==> config.mk <==
export PLATFORM = sky130hd
export DESIGN_NAME = boruss_cpu_fetch_unit
export DESIGN_NICKNAME = d
export VERILOG_FILES = /design/src/rtl/boruss_cpu_fetch_unit.sv
export SDC_FILE = /design/constraint.sdc
export NUM_CORES = 1
export LEC_CHECK = 0
export CORE_MARGIN = 2
export CORE_UTILIZATION = 46
export CTS_BUF_LIST = sky130_fd_sc_hd__clkbuf_4 sky130_fd_sc_hd__clkbuf_8
export DETAILED_ROUTE_END_ITERATION = 6
export PLACE_DENSITY = 0.78
export SLEW_MARGIN = 10
export SYNTH_ARGS = -nofsm -noshare
export SYNTH_HDL_FRONTEND = slang
export SYNTH_SLANG_ARGS = --single-unit
==> constraint.sdc <==
create_clock -name clk -period 4 [get_ports clk]
set_input_delay 0.4 -clock clk [delete_from_list [all_inputs] [get_ports clk]]
set_output_delay 0.4 -clock clk [all_outputs]
set_load 0.005 [all_outputs]
==> src/rtl/boruss_cpu_fetch_unit.sv <==
// Instruction prefetch unit: fetches bytes ahead of execution over a req/ack
// memory port and queues them with their address for the control FSM.
module boruss_cpu_fetch_unit #(
  parameter int unsigned DEPTH       = 4,
  parameter logic [7:0]  HALT_OPCODE = 8'hFF
) (
  input  logic       clk,
  input  logic       reset,
  output logic       mem_req,
  output logic [7:0] mem_addr,
  input  logic       mem_ack,
  input  logic [7:0] mem_rdata,
  output logic       instruction_valid,
  output logic [7:0] instruction_data,
  output logic [7:0] instruction_pc,
  input  logic       instruction_pop,
  input  logic       flush,
  input  logic [7:0] flush_addr,
  output logic       halt_fetched
);

  localparam int unsigned AW = $clog2(DEPTH);
  localparam int unsigned CW = AW + 1;

  typedef struct packed {
    logic [7:0] data;
    logic [7:0] pc;
  } entry_t;

  typedef enum logic [1:0] {IDLE, REQ, DISCARD, STOP} state_t;

  state_t        state;
  entry_t        fifo [DEPTH];
  logic [CW-1:0] count;
  logic          valid_q;
  logic [7:0]    fetch_ptr;
  logic [7:0]    flush_addr_q;

  logic          pop_c;
  logic          push_c;
  logic          room_c;
  logic [CW-1:0] count_next_c;
  logic [AW-1:0] wr_idx_c;
  logic [7:0]    addr_inc_c;

  // Occupancy after this cycle's push/pop decides whether another request fits.
  always_comb begin
    pop_c        = instruction_pop & valid_q & ~flush;
    push_c       = (state == REQ) & mem_ack & ~flush;
    count_next_c = count + CW'(push_c) - CW'(pop_c);
    room_c       = count_next_c < CW'(DEPTH);
    wr_idx_c     = AW'(count - CW'(pop_c));
    addr_inc_c   = mem_addr + 8'd1;
  end

  // Shift FIFO: entry 0 is always the head, so head outputs come straight from flops.
  always_ff @(posedge clk) begin
    if (reset) begin
      count   <= '0;
      valid_q <= 1'b0;
      for (int unsigned i = 0; i < DEPTH; i++) fifo[i] <= '0;
    end else if (flush) begin
      count   <= '0;
      valid_q <= 1'b0;
    end else begin
      if (pop_c) begin
        for (int unsigned i = 0; i + 1 < DEPTH; i++) fifo[i] <= fifo[i+1];
      end
      if (push_c) fifo[wr_idx_c] <= entry_t'({mem_rdata, mem_addr});
      count   <= count_next_c;
      valid_q <= (count_next_c != '0);
    end
  end

  assign instruction_valid = valid_q;
  assign instruction_data  = fifo[0].data;
  assign instruction_pc    = fifo[0].pc;

  // Request FSM; a flush during an outstanding request waits out its ack in DISCARD.
  always_ff @(posedge clk) begin
    if (reset) begin
      state        <= IDLE;
      mem_req      <= 1'b0;
      mem_addr     <= 8'h00;
      fetch_ptr    <= 8'h00;
      flush_addr_q <= 8'h00;
      halt_fetched <= 1'b0;
    end else begin
      if (flush) halt_fetched <= 1'b0;
      case (state)
        IDLE: begin
          if (flush) begin
            state     <= REQ;
            mem_req   <= 1'b1;
            mem_addr  <= flush_addr;
            fetch_ptr <= flush_addr;
          end else if (room_c && !halt_fetched) begin
            state    <= REQ;
            mem_req  <= 1'b1;
            mem_addr <= fetch_ptr;
          end
        end
        REQ: begin
          if (mem_ack) begin
            if (flush) begin
              mem_addr  <= flush_addr;
              fetch_ptr <= flush_addr;
            end else begin
              fetch_ptr <= addr_inc_c;
              if (mem_rdata == HALT_OPCODE) begin
                state        <= STOP;
                mem_req      <= 1'b0;
                halt_fetched <= 1'b1;
              end else if (room_c) begin
                mem_addr <= addr_inc_c;
              end else begin
                state   <= IDLE;
                mem_req <= 1'b0;
              end
            end
          end else if (flush) begin
            state        <= DISCARD;
            flush_addr_q <= flush_addr;
          end
        end
        DISCARD: begin
          if (mem_ack) begin
            state     <= REQ;
            mem_addr  <= flush ? flush_addr : flush_addr_q;
            fetch_ptr <= flush ? flush_addr : flush_addr_q;
          end else if (flush) begin
            flush_addr_q <= flush_addr;
          end
        end
        STOP: begin
          if (flush) begin
            state     <= REQ;
            mem_req   <= 1'b1;
            mem_addr  <= flush_addr;
            fetch_ptr <= flush_addr;
          end
        end
        default: state <= IDLE;
      endcase
    end
  end

endmodule

==> impl_metrics.csv <==
group,metric,value,unit
status,status,"finished clean",
routing,vias,3921,
timing,fin_crit_sh,83.9,%
worst_setup_path,crit_type,"reg2reg",
worst_setup_path,r2r-start,"state[1]",
logic_synthesis,syn_nets,544,
worst_setup_path,critPathRequiredTime,4.26,ns
logic_synthesis,synthTopCellsByArea,"edfxtp_1 (38%), dfxtp_1 (13%), nand2_1 (8.5%)",
logic_synthesis,synth_common_cells,"nand2_1 (113), edfxtp_1 (64), o21ai_0 (53)",
global_routing,grt_antenna_before_repair,0,
logic_synthesis,synthXorXnorAreaFrac,1.88,%
logic_synthesis,synth.distinct_cells,62,
routing,wirelength,11000,microns
logic_synthesis,synthAdderAreaFrac,2.65,%
logic_synthesis,yosys_register_bits,96,
place,dpl.hpwl,7860,microns
logic_synthesis,syn_area,5000,sq um
clock_network,clock_sinks,96,
job,cap_violations,0,
routing,final_antenna_net_count,0,
timing,tightest_slew,1.06,ns
routing,wl_per_cell,16.0,microns
floorplan,io_pins,48,
global_routing,grt_first_pass_wirelength,18300,microns
worst_setup_path,critPathMaxFanout,6,
worst_setup_path,crit_path_frequent_cell,"ha_1",
logic_synthesis,yosysTopAreaCellShare,38.4,%
worst_setup_path,crit_buf_inv,2,
cells_and_area,multi_input_area,2210,sq um
logic_synthesis,synth_edf_count,64,
logic_synthesis,synthMuxAreaShare,2.45,%
global_routing,grt-ovfl-total,0,
clock_network,htree_levels,3,
logic_synthesis,synth-simple-area-share,17.9,%
cells_and_area,area_growth,15.7,%
floorplan,num_rows,38,
global_routing,grt_use_total,19.9,%
global_routing,grt_pass1_vias,3790,
cells_and_area,nFillCells,944,
worst_setup_path,slowest_delay,0.49,ns
min_path,worstHoldStart,"fetch_ptr[3]",
logic_synthesis,ys_seq_area_share,51.2,%
place,place_congestion,0.905,
timing,rsz0062_at_grt,"false",
cells_and_area,fin_nets,577,
worst_setup_path,arrival,3.61,ns
clock_network,clk_pin_slew,0.10,ns
timing,period_needed,3.35,ns
timing,slew_viol_final,0,
floorplan,core_area,10700,sq um
place,numPortBuffers,47,
routing,drc,0,
power_and_ir_drop,p_leak,2.06,nW
clock_network,cts_made_buffers,9,
timing,hold_viol_final,0,
clock_network,post_cts_buffers,0,
floorplan,start_util,46.5,%
logic_synthesis,async_flop_share,0,%
worst_setup_path,crit_chain,"inv_1, ha_1, nor2b_4, nand2_1, ha_1, inv_1, ha_1, fa_1, xnor3_2, a21oi_4, a221o_1, o211ai_1, o41ai_2",
power_and_ir_drop,power.density,516,nW/um^2
floorplan,die_height,108,microns
timing,setup_violations,0,
clock_network,cts_repair_resize_count,0,
routing,drtIter0Drc,296,
timing,fmax,0.298,GHz
min_path,hold_path.class,"reg2reg",
logic_synthesis,yosys_warnings,0,
worst_setup_path,critPathTopFamily,"adder cells",
logic_synthesis,netlist.top_cell.by_area,"edfxtp_1",
logic_synthesis,syn_avg_cell_area,9.75,sq um
worst_setup_path,worstSetupStartpoint,"state[1]",
logic_synthesis,syn_inst,513,
cells_and_area,antenna_cells,0,
timing,tns,0,ns
floorplan,dieArea,11700,sq um
clock_network,clockBufferDepth,2,
worst_setup_path,start_kind,"flip-flop",
logic_synthesis,synth_top_family_by_area,"compound AO/OA/AOI/OAI gates",
routing,viasPerCell,5.68,
clock_network,cts_root_buf,"clkbuf_8",
clock_network,cts_tree,"yes",
routing,firstDrtPassIters,5,
timing,fin_skew,0.0130,ns
timing,relSlewSlack,29.3,%
power_and_ir_drop,finalPower,0.00299,W
global_routing,grt_max_degree,49,
cells_and_area,seq_area,2560,sq um
power_and_ir_drop,ir_drop,0.323,mV
logic_synthesis,synth-compound-area-share,18.9,%
logic_synthesis,synth-main-ff-cell,"edfxtp_1",
cells_and_area,final_layout_size_suffix_gt1_share,9.45,%
clock_network,cts_hold_buf,0,
floorplan,die_x,108,microns
logic_synthesis,post-synth-top-count-cell,"nand2_1",
clock_network,insertion_delay,0.37,ns
worst_setup_path,slowest_stage,"xnor3_2",
worst_setup_path,endpoint_kind,"flip-flop",
-- sequential cells by signal (all words and copies together), names as in the netlist --
register           count
mem_req                1
mem_addr               8
fifo                  64
flush_addr_q           8
fetch_ptr              8
count                  3
halt_fetched           1
state                  2
instruction_valid      1
-- placed cells by master (no fill, tap or decap), types with 6 or more instances in the layout --
| cell | count |
|---|---|
| a21oi_1 | 24 |
| a221oi_1 | 8 |
| and2_1 | 19 |
| buf_4 | 12 |
| clkbuf_8 | 9 |
| clkdlybuf4s50_1 | 47 |
| dfxtp_1 | 32 |
| edfxtp_1 | 64 |
| ha_1 | 9 |
| inv_1 | 12 |
| mux2i_1 | 10 |
| nand2_1 | 113 |
| nand3_1 | 7 |
| nor2_1 | 21 |
| nor3_1 | 10 |
| o211ai_1 | 8 |
| o21ai_0 | 51 |
| o21ai_1 | 13 |
| xor2_1 | 6 |
-- worst paths after layout --
check                 endpoint  slack, ns  depth (start not counted)
setup / recovery      state[0]       0.65                         13
hold / removal    fetch_ptr[3]       0.49                          2
hold reg to reg   fetch_ptr[3]       0.49                          2
setup reg to reg      state[0]       0.65                         13
-- report_power, final --
part	internal, W	switching, W
Clock	0.000417	0.000353
Combinational	0.000390	0.000500
Sequential	0.00118	0.000152
Total	0.00198	0.00100
-- layer usage --
layer	GRT usage (%)	up-vias	wire [microns]
met5	0	-	0
met4	6.59	0	175
met3	3.98	24	683
met2	33.5	146	5450
met1	25.7	1850	4730
li1	-	1901	-
-- area by class of cell --
class	count	area share, %
Tap cell	140	3.03
Sequential cell	96	44.3
Timing Repair Buffer	59	9.68
Inverter	12	0.778
Multi-Input combinational cell	368	38.1
Clock inverter	6	1.99
Clock buffer	9	2.14
-- cells by family (layout without fill, tap and decap cells) --
family / Yosys count / in the layout
AOI/OAI and AO/OA: 142 / 142
DFF: 96 / 96
buffers and inverters: 49 / 86
adders and majority gates: 10 / 10
xor gates and xnor gates: 9 / 9
muxes: 12 / 12
and+or+nand+nor: 195 / 195
-- worst register-to-register path, stage by stage, from the launching register on --
cell	delay (ns)
dfxtp_1	0.36
inv_1	0.11
ha_1	0.19
nor2b_4	0.22
nand2_1	0.11
ha_1	0.28
inv_1	0.05
ha_1	0.19
fa_1	0.37
xnor3_2	0.49
a21oi_4	0.07
a221o_1	0.42
o211ai_1	0.28
o41ai_2	0.11
-- per-stage QoR --
stage	cell area, sq um	utilization (%)	setup WS, ns	cells	hold slack (ns)
after detailed placement	5550	51.6	0.471	675	0.475
after global routing	5790	53.9	0.539	690	0.533
after CTS	5790	53.9	0.697	690	0.488
after floorplan	5000	-	0.880	513	0.433
final	5790	53.9	0.645	690	0.486
after global placement	5550	51.6	0.629	675	0.442
(Power assumes the default switching activity.)
